### config.mk
export PLATFORM = sky130hd
export DESIGN_NAME = tx_fifo
export DESIGN_NICKNAME = d
export VERILOG_FILES = /design/src/rtl/can_tx_pkg.sv /design/src/rtl/can_sync_fifo_mem.sv /design/src/rtl/tx_fifo.sv
export SDC_FILE = /design/constraint.sdc
export NUM_CORES = 2
export LEC_CHECK = 0
export CAP_MARGIN = 0
export CORE_MARGIN = 4
export CORE_UTILIZATION = 47
export CTS_BUF_LIST = sky130_fd_sc_hd__clkbuf_4
export CTS_CLUSTER_DIAMETER = 100
export DETAILED_ROUTE_END_ITERATION = 10
export MAX_ROUTING_LAYER = met4
export PLACE_DENSITY = 0.66
export SLEW_MARGIN = 30
export SYNTH_ARGS = -nofsm -noshare
export SYNTH_HDL_FRONTEND = slang
export SYNTH_SLANG_ARGS = --single-unit
### constraint.sdc
create_clock -name sys_clk -period 7.4 [get_ports sys_clk]
set_clock_uncertainty 0.15 [all_clocks]
set_input_delay 0.74 -clock sys_clk [delete_from_list [all_inputs] [get_ports sys_clk]]
set_output_delay 0.74 -clock sys_clk [all_outputs]
set_load 0.01 [all_outputs]
### src/rtl/can_tx_pkg.sv
// ---------------------------------------------------------------------------
// can_tx_pkg
// Shared constants and helpers for the CAN transmit path.
//   CAN_MSG_W      : width of one assembled frame entry (128 bits)
//   ADDR_*         : software word-address codes for the four frame words
//   *_LSB / WORD_W : bit position of each 32-bit word inside an entry
//   can_msg_t      : packed view of an entry {id, dlc, dw1, dw2}
//   stage_word()   : returns a staging value with one word replaced
// ---------------------------------------------------------------------------
package can_tx_pkg;

  localparam int CAN_MSG_W = 128;
  localparam int WORD_W    = 32;

  localparam logic [1:0] ADDR_ID  = 2'd0;
  localparam logic [1:0] ADDR_DLC = 2'd1;
  localparam logic [1:0] ADDR_DW1 = 2'd2;
  localparam logic [1:0] ADDR_DW2 = 2'd3;

  localparam int ID_LSB  = 96;
  localparam int DLC_LSB = 64;
  localparam int DW1_LSB = 32;
  localparam int DW2_LSB = 0;

  typedef struct packed {
    logic [WORD_W-1:0] id;
    logic [WORD_W-1:0] dlc;
    logic [WORD_W-1:0] dw1;
    logic [WORD_W-1:0] dw2;
  } can_msg_t;

  // Replace the word selected by addr. DW2 is never staged (it commits the
  // frame directly), so that address leaves the staging value untouched.
  function automatic logic [CAN_MSG_W-1:0] stage_word(
    input logic [CAN_MSG_W-1:0] stage,
    input logic [1:0]           addr,
    input logic [WORD_W-1:0]    data
  );
    logic [CAN_MSG_W-1:0] r;
    r = stage;
    case (addr)
      ADDR_ID:  r[ID_LSB  +: WORD_W] = data;
      ADDR_DLC: r[DLC_LSB +: WORD_W] = data;
      ADDR_DW1: r[DW1_LSB +: WORD_W] = data;
      default:  r = stage;
    endcase
    return r;
  endfunction

endpackage

### src/rtl/can_sync_fifo_mem.sv
// ---------------------------------------------------------------------------
// can_sync_fifo_mem
// DEPTH x W storage for CAN frame FIFOs: synchronous write, asynchronous
// read so the head entry can be presented show-ahead.
//   clk_i   : clock, write on rising edge
//   we_i    : write enable
//   waddr_i : write address
//   wdata_i : write data
//   raddr_i : read address
//   rdata_o : read data (combinational from raddr_i)
// ---------------------------------------------------------------------------
module can_sync_fifo_mem
  import can_tx_pkg::*;
#(
  parameter int DEPTH = 16,
  parameter int AW    = 4,
  parameter int W     = CAN_MSG_W
) (
  input  logic          clk_i,
  input  logic          we_i,
  input  logic [AW-1:0] waddr_i,
  input  logic [W-1:0]  wdata_i,
  input  logic [AW-1:0] raddr_i,
  output logic [W-1:0]  rdata_o
);

  logic [W-1:0] mem_q [DEPTH];

  always_ff @(posedge clk_i) begin
    if (we_i) begin
      mem_q[waddr_i] <= wdata_i;
    end
  end

  assign rdata_o = mem_q[raddr_i];

endmodule

### src/rtl/tx_fifo.sv
// ---------------------------------------------------------------------------
// tx_fifo
// Transmit message FIFO. Software writes a CAN frame as four 32-bit words;
// ID/DLC/DW1 go to a staging register, the DW2 write commits the assembled
// 128-bit entry. The oldest entry is shown on txfifo_op and is popped when
// the transmitter reports the frame sent.
//   sys_clk   : clock
//   sys_rst_n : synchronous active-low reset
//   wr_en     : word-write strobe
//   wr_addr   : word select 0=ID 1=DLC 2=DW1 3=DW2 (commit)
//   wr_data   : word data
//   pop       : transmit-complete pulse
//   ovr_clr   : clear sticky overflow
//   wm_wr     : load almost-empty watermark
//   wm_data   : watermark value
//   txfifo_op : head entry {ID, DLC, DW1, DW2}, zero when empty
//   TXFEMP    : empty
//   TXFLL     : full
//   TXFWMEMP  : count <= watermark
//   TXFOVR    : sticky overflow (a commit was dropped)
//   fifo_cnt  : occupied entries 0..DEPTH
// ---------------------------------------------------------------------------
module tx_fifo
  import can_tx_pkg::*;
#(
  parameter int DEPTH      = 16,
  parameter int AW         = 4,
  parameter int WM_DEFAULT = 3
) (
  input  logic                 sys_clk,
  input  logic                 sys_rst_n,
  input  logic                 wr_en,
  input  logic [1:0]           wr_addr,
  input  logic [WORD_W-1:0]    wr_data,
  input  logic                 pop,
  input  logic                 ovr_clr,
  input  logic                 wm_wr,
  input  logic [AW-1:0]        wm_data,
  output logic [CAN_MSG_W-1:0] txfifo_op,
  output logic                 TXFEMP,
  output logic                 TXFLL,
  output logic                 TXFWMEMP,
  output logic                 TXFOVR,
  output logic [AW:0]          fifo_cnt
);

  localparam logic [AW:0]   CNT_FULL = (AW+1)'(DEPTH);
  localparam logic [AW-1:0] WM_RST   = AW'(WM_DEFAULT);

  logic [AW-1:0]        rd_ptr_q, rd_ptr_d;
  logic [AW-1:0]        wr_ptr_q, wr_ptr_d;
  logic [AW:0]          cnt_q, cnt_d;
  logic [CAN_MSG_W-1:0] stage_q, stage_d;
  logic                 ovr_q, ovr_d;
  logic [AW-1:0]        wm_q, wm_d;

  logic     commit_req;
  logic     commit_ok;
  logic     pop_ok;
  logic     drop;
  logic     is_full;
  logic     is_empty;
  can_msg_t commit_msg;
  logic [CAN_MSG_W-1:0] head_data;

  assign is_full  = (cnt_q == CNT_FULL);
  assign is_empty = (cnt_q == '0);

  assign commit_req = wr_en && (wr_addr == ADDR_DW2);
  assign pop_ok     = pop && !is_empty;
  // A pop in the same cycle frees the slot the commit needs, so a full FIFO
  // still accepts the frame when the transmitter retires the head.
  assign commit_ok  = commit_req && (!is_full || pop_ok);
  assign drop       = commit_req && is_full && !pop_ok;

  // Final word comes straight from the bus; the rest from staging.
  always_comb begin
    commit_msg     = stage_q;
    commit_msg.dw2 = wr_data;
  end

  always_comb begin
    rd_ptr_d = rd_ptr_q;
    wr_ptr_d = wr_ptr_q;
    cnt_d    = cnt_q;
    stage_d  = stage_q;
    ovr_d    = ovr_q;
    wm_d     = wm_q;

    if (pop_ok) begin
      rd_ptr_d = rd_ptr_q + 1'b1;
    end
    if (commit_ok) begin
      wr_ptr_d = wr_ptr_q + 1'b1;
    end

    case ({commit_ok, pop_ok})
      2'b10:   cnt_d = cnt_q + 1'b1;
      2'b01:   cnt_d = cnt_q - 1'b1;
      default: cnt_d = cnt_q;
    endcase

    // Staging is kept after commit so repeated frames can rewrite only
    // the words that changed.
    if (wr_en) begin
      stage_d = stage_word(stage_q, wr_addr, wr_data);
    end

    // Setting beats clearing when both happen together.
    if (drop) begin
      ovr_d = 1'b1;
    end else if (ovr_clr) begin
      ovr_d = 1'b0;
    end

    if (wm_wr) begin
      wm_d = wm_data;
    end
  end

  always_ff @(posedge sys_clk) begin
    if (!sys_rst_n) begin
      rd_ptr_q <= '0;
      wr_ptr_q <= '0;
      cnt_q    <= '0;
      stage_q  <= '0;
      ovr_q    <= 1'b0;
      wm_q     <= WM_RST;
    end else begin
      rd_ptr_q <= rd_ptr_d;
      wr_ptr_q <= wr_ptr_d;
      cnt_q    <= cnt_d;
      stage_q  <= stage_d;
      ovr_q    <= ovr_d;
      wm_q     <= wm_d;
    end
  end

  // Write enable is gated by reset so a commit during reset is lost too.
  can_sync_fifo_mem #(
    .DEPTH (DEPTH),
    .AW    (AW),
    .W     (CAN_MSG_W)
  ) u_mem (
    .clk_i   (sys_clk),
    .we_i    (commit_ok && sys_rst_n),
    .waddr_i (wr_ptr_q),
    .wdata_i (commit_msg),
    .raddr_i (rd_ptr_q),
    .rdata_o (head_data)
  );

  assign txfifo_op = is_empty ? '0 : head_data;
  assign TXFEMP    = is_empty;
  assign TXFLL     = is_full;
  assign TXFWMEMP  = (cnt_q <= {1'b0, wm_q});
  assign TXFOVR    = ovr_q;
  assign fifo_cnt  = cnt_q;

endmodule

---- After elaboration in Yosys (flattened, before gate mapping) ----
Memory sizes are Yosys's and may differ from the RTL's. A register that Yosys moved wholly into a read port is not among the register bits.
Cells that the tools add are included.
storage, ports and cells
  bits in registers ....................... 114
  bits in writable memories ............... 2,048
  bits of input ports ..................... 44
  output and inout bits ................... 137
  word-level logic and storage cells ...... 45
  memories kept ........................... 1
memory list
  name         depth  width  rd ports  clocked after memory_dff  write ports  line                     RTL
  u_mem.mem_q  16     128    1         1                         1            can_sync_fifo_mem.sv:27  logic [W-1:0] mem_q [DEPTH];
cells by class
  add/sub/neg operators ................... 4
  order comparisons ....................... 1
  eq/ne operators ......................... 6
  mux-type cells .......................... 8
  reductions and logical operators ........ 17
operators with widths
  cell                                                                count
  128-bit two-way mux                                                 1
  5-bit case mux with 2 select lines                                  1
  4-bit by 1-bit adder with 4-bit output, second input constant       2
  4-bit two-way mux                                                   2
  2-bit == test, second input constant                                3
  1-bit logical AND                                                   6
  2-bit AND reduction                                                 3
  5-bit by 1-bit adder with 5-bit output, second input constant       1
  5-bit == test, second input constant                                1
  5-bit by 4-bit less-or-equal comparator with 1-bit output           1
  5-bit zero test                                                     1
  5-bit by 1-bit subtractor with 5-bit output, second input constant  1
  2-bit by 1-bit == test with 1-bit output, second input constant     2
  1-bit two-way mux                                                   4
  2-bit nonzero test                                                  2
  1-bit zero test                                                     3
  2-bit zero test                                                     1
  1-bit logical OR                                                    1

---- Depth between registers and ports, before layout ----
  word-level depth ........................ 8
  gate-level depth with buffers ........... 11
  mapped depth without buffers ............ 11

---- Modules after synthesis ----
Synthesis repeated with hierarchy kept, for this count alone.
unflattened totals
  cells, all modules ...................... 3,906
  area total of the unflattened synthesis .. 82,301.4 um^2
modules (own cells, without submodules)
  module             instances  cells each  area each (um^2)  seq. area each (um^2)
  can_sync_fifo_mem  1          3,229       76,882.5          61,499.0
  tx_fifo            1          677         5,418.9           2,282.2

---- Worst setup path after synthesis ----
No wires, ideal clock.
  path type ............................... input -> register
  from .................................... in pop
  to ...................................... mem u_mem.mem_q[7][0] (netlist bit) (enable)
  data arrival time ....................... 7.176 ns
  data required time ...................... 6.633 ns
  slack ................................... -0.544 ns
  stages .................................. 5
  cells stage by stage .................... clkbuf_1 inv_1 a31oi_1 nand2_1 nor2_1
on the way
  word-level cells in the longest chain between the ends .. 6
RTL lines
  item                                     line                     RTL
  from (decl)                              tx_fifo.sv:35            input logic pop,
  1-bit logical AND                        tx_fifo.sv:70            assign pop_ok = pop && !is_empty;
  1-bit logical OR                         tx_fifo.sv:73            assign commit_ok = commit_req && (!is_full || pop_ok);
  1-bit logical AND                        tx_fifo.sv:73
  1-bit logical AND                        tx_fifo.sv:146           .we_i (commit_ok && sys_rst_n),
  1-bit two-way mux                        can_sync_fifo_mem.sv:30  if (we_i) begin
  1-bit two-way mux (not written as such)  can_sync_fifo_mem.sv:31  mem_q[waddr_i] <= wdata_i;
  to (decl)                                can_sync_fifo_mem.sv:27
Every way passes these cells.

==> impl_results.md <==
* Vias in the first global route at between 40000 and 50000
* Congestion Overflow GR at 0
* Crit path kind: register to output pin
* Post-Route Setup TNS at 0 ps
* Core area at ~170000 um2
* CTS Buf Count at 557
* Top post-synthesis cells by area: edfxtp_1, mux4_2, dfxtp_1
* Most used cell, CP: mux4_2
* Global Route Usage Sum at 22.44%
* Initial Utilization at between 40% and 50%
* DR vias at between 40000 and 50000
* Layout cell share with drive strength beyond 1 at a little over a third
* Final worst-path cycle share at 77.17%
* Final-report hold violation count at 0
* Top_reg_cell synth: edfxtp_1
* Vias/cell at approximately 5.8
* Area growth syn-to-layout at 15.07%
* Synth top area share at about three quarters
* Syn Inst Count at between 3000 and 4000
* Max Slew Vio Count at 0
* Register bit total from synthesis at 2166
* Initial antenna violation count at 9
* Port Buffers at 180
* Max incr delay on CP at around 880 ps
* Final Critical Period at 5711 ps
* Max-cap check violation count at 0
* CP max-delay cell: dfxtp_4
* M1 wire length at 81.06 mm
* Met2 WL at ~96 mm
* Crit end category: output pin
* Die W at around 430 um
* Clk pin slew, worst setup/hold paths at roughly 70 ps
* GPL Wtd Cong at between 0.7 and 0.8
* Clock buffer depth at 4
* Area occupied by multi-input gates at about 18000 um2
* HP Class: primary input to register
* Crit path DAT at ~4800 ps
* Seq/Total Area, Yosys at ~78%
* Most common cell after layout, fill and taps aside: edfxtp_1
* Req. time, crit path at approximately 6500 ps
* Cells along the critical path: buf_12 > mux4_2 > mux4_2 > and2_1 > clkdlybuf4s50_1
* Clk Latency, worst-skew pair at roughly 1300 ps
* Die ar. at between 150000 and 200000 um2
* Post-DP HPWL at 102.3 mm
* CTS Root Cell: clkbuf_4
* Met3 Wirelength at roughly 15 mm
* CP top delay family: multiplexers
* Util after Layout at a little over half
* Critical path peak fanout at 70
* DRT antenna net count at 0
* Largest net degree at the start of global routing at around 120
* DR top layer: met4
* Routed WL at around 200 mm
* 1st-iter DRT viols at just over 4000
* Peak VDD IR at ~310 uV
* DRC violations left at 0
* Net count after synthesis at approximately 3600
* Die H at about 430 um
* Commonest non-fill, non-tap cells in the layout: edfxtp_1, clkbuf_4, mux4_2
* Layout Nets at approximately 4300
* Netlist Area Pre-Place at between 80000 and 90000 um2
* EDFF count, synth at 2048
* Synthesized area per cell at 23.22 um2
* Largest area contributor in the netlist: edfxtp_1
* DRT Pass-1 Iters at 5
* Avg WL per Cell at ~28 um
* Slew headroom at roughly a third
* Outcome: complete, no violations
* Power Dens Cells at between 300 and 400 nW/um2
* Unique masters post-synth at 45
* Fmax achieved at ~180 MHz
* CP startpoint kind: register
* Async set-reset flop share out of synthesis at 0%
* CTS tree: done
* RSZ-0062 raised after global routing: no
* First-pass GRT wire length at approximately 290 mm
* Sink Count at approximately 2200
* Setup violators final at 0
* CTS H-tree lvls at 6
* Io pins at around 180
* Number of post-CTS setup repair buffers at 0
* Core Rows at between 150 and 200
* LEAKAGE at roughly 30 nW
* Slew @ Worst Pin at just under 1000 ps
* Crit path buf inv count at 2
* Yosys warns at 0
* Register area at around 64000 um2
* # fillers at approximately 13000
## worst register-to-register path: cells and delay by family (launching register included)
family | cells | cell delay [ps]
DFF | 1 | 570
adders and majority gates | 1 | 250
and+or+nand+nor | 4 | 1090
buffers and inverters | 2 | 920
xor gates and xnor gates | 1 | 120
AOI/OAI and AO/OA | 3 | 580
muxes | 1 | 210
## Yosys cell counts, types with 4 or more instances
cell and instances:
and2_1 139, ha_1 11, dfxtp_1 118, nor2b_1 4
buf_4 37, mux4_2 640, nand2_1 207, buf_2 9
nand3_1 7, xnor2_1 8, a21boi_0 97, edfxtp_1 2048
buf_6 14, clkbuf_1 115, inv_1 9, mux2i_1 4
o21ai_0 5, nor2_1 18, buf_1 18
## worst paths after layout
| kind | from | end | slack [ps] | depth (start not counted) |
|---|---|---|---|---|
| max | register | txfifo_op[78] | 1690 | 5 |
| min | wr_data[16] | u_mem.mem_q[13][16] | 190 | 2 |
| max reg2reg | fifo_cnt[1] | fifo_cnt[4] | 3450 | 12 |
| min reg2reg | rd_ptr_q[1] | register | 380 | 2 |
## through the flow
| step | power (W) | worst slack (ps) | hold slack [ps] | instance area [um2] | cells |
|---|---|---|---|---|---|
| 6_report | 0.02846 | 1689 | 190.1 | 94760 | 6950 |
| 5_1_grt | 0.02986 | 1355 | 78.74 | 94750 | 6946 |
| 2_1_floorplan | 0.01668 | -543.6 | 295.9 | 82350 | 3546 |
| 4_1_cts | 0.02892 | 1414 | 5.158 | 94680 | 6940 |
| 3_3_place_gp | 0.01873 | 1884 | 340.6 | 87130 | 5938 |
| 3_5_place_dp | 0.01877 | 1810 | 336.3 | 87250 | 5944 |
## power breakdown
part	leakage, nW	switching (W)	internal (W)
clock	4.26	0.00456	0.00555
combinational	5.77	0.00224	0.00253
sequential	19.8	0.000179	0.0134
## logic make-up (layout without fill, tap and decap cells)
group                      count (synthesis)  after routing  synth area share, %
DFF                                     2166           2166                77.55
AOI/OAI and AO/OA                        118            118                1.065
and+or+nand+nor                          394            394                2.329
buffers and inverters                    203           1274                1.235
muxes                                    644            644                17.55
other                                      0              8                    0
xor gates and xnor gates                  10             10               0.1064
adders and majority gates                 11             11               0.1671
## registers in the layout (all words and copies together) (netlist names), named ones only
signal,cells
u_mem.mem_q,2048
rd_ptr_q,4
wm_q,4
fifo_cnt,5
wr_ptr_q,4
TXFOVR,1
stage_q,96
## area by class of cell
cell class / instances / share of cell area [%]
antenna: 8 / 0.02113
inverter: 10 / 0.03961
multi-input combinational: 1177 / 18.60
tap: 2325 / 3.070
sequential: 2166 / 67.41
timing repair buffer: 305 / 3.417
clock inverter: 105 / 0.6852
clock buffer: 854 / 6.765
## per-layer routing
layer  global-route usage [%]  vias to the layer above
li1                         -                    16640
met1                    31.29                    21410
met2                    34.48                     1819
met3                    4.214                      252
met4                    6.270                        0
met5                        -                        -
## repair_timing
item | 4_1_cts | 5_1_grt
endpoints found under the hold margin | 403 | 0
gates resized for setup | 0 | 0
hold buffers | 37 | 0
Note: power is estimated with default switching activity, not from simulation.
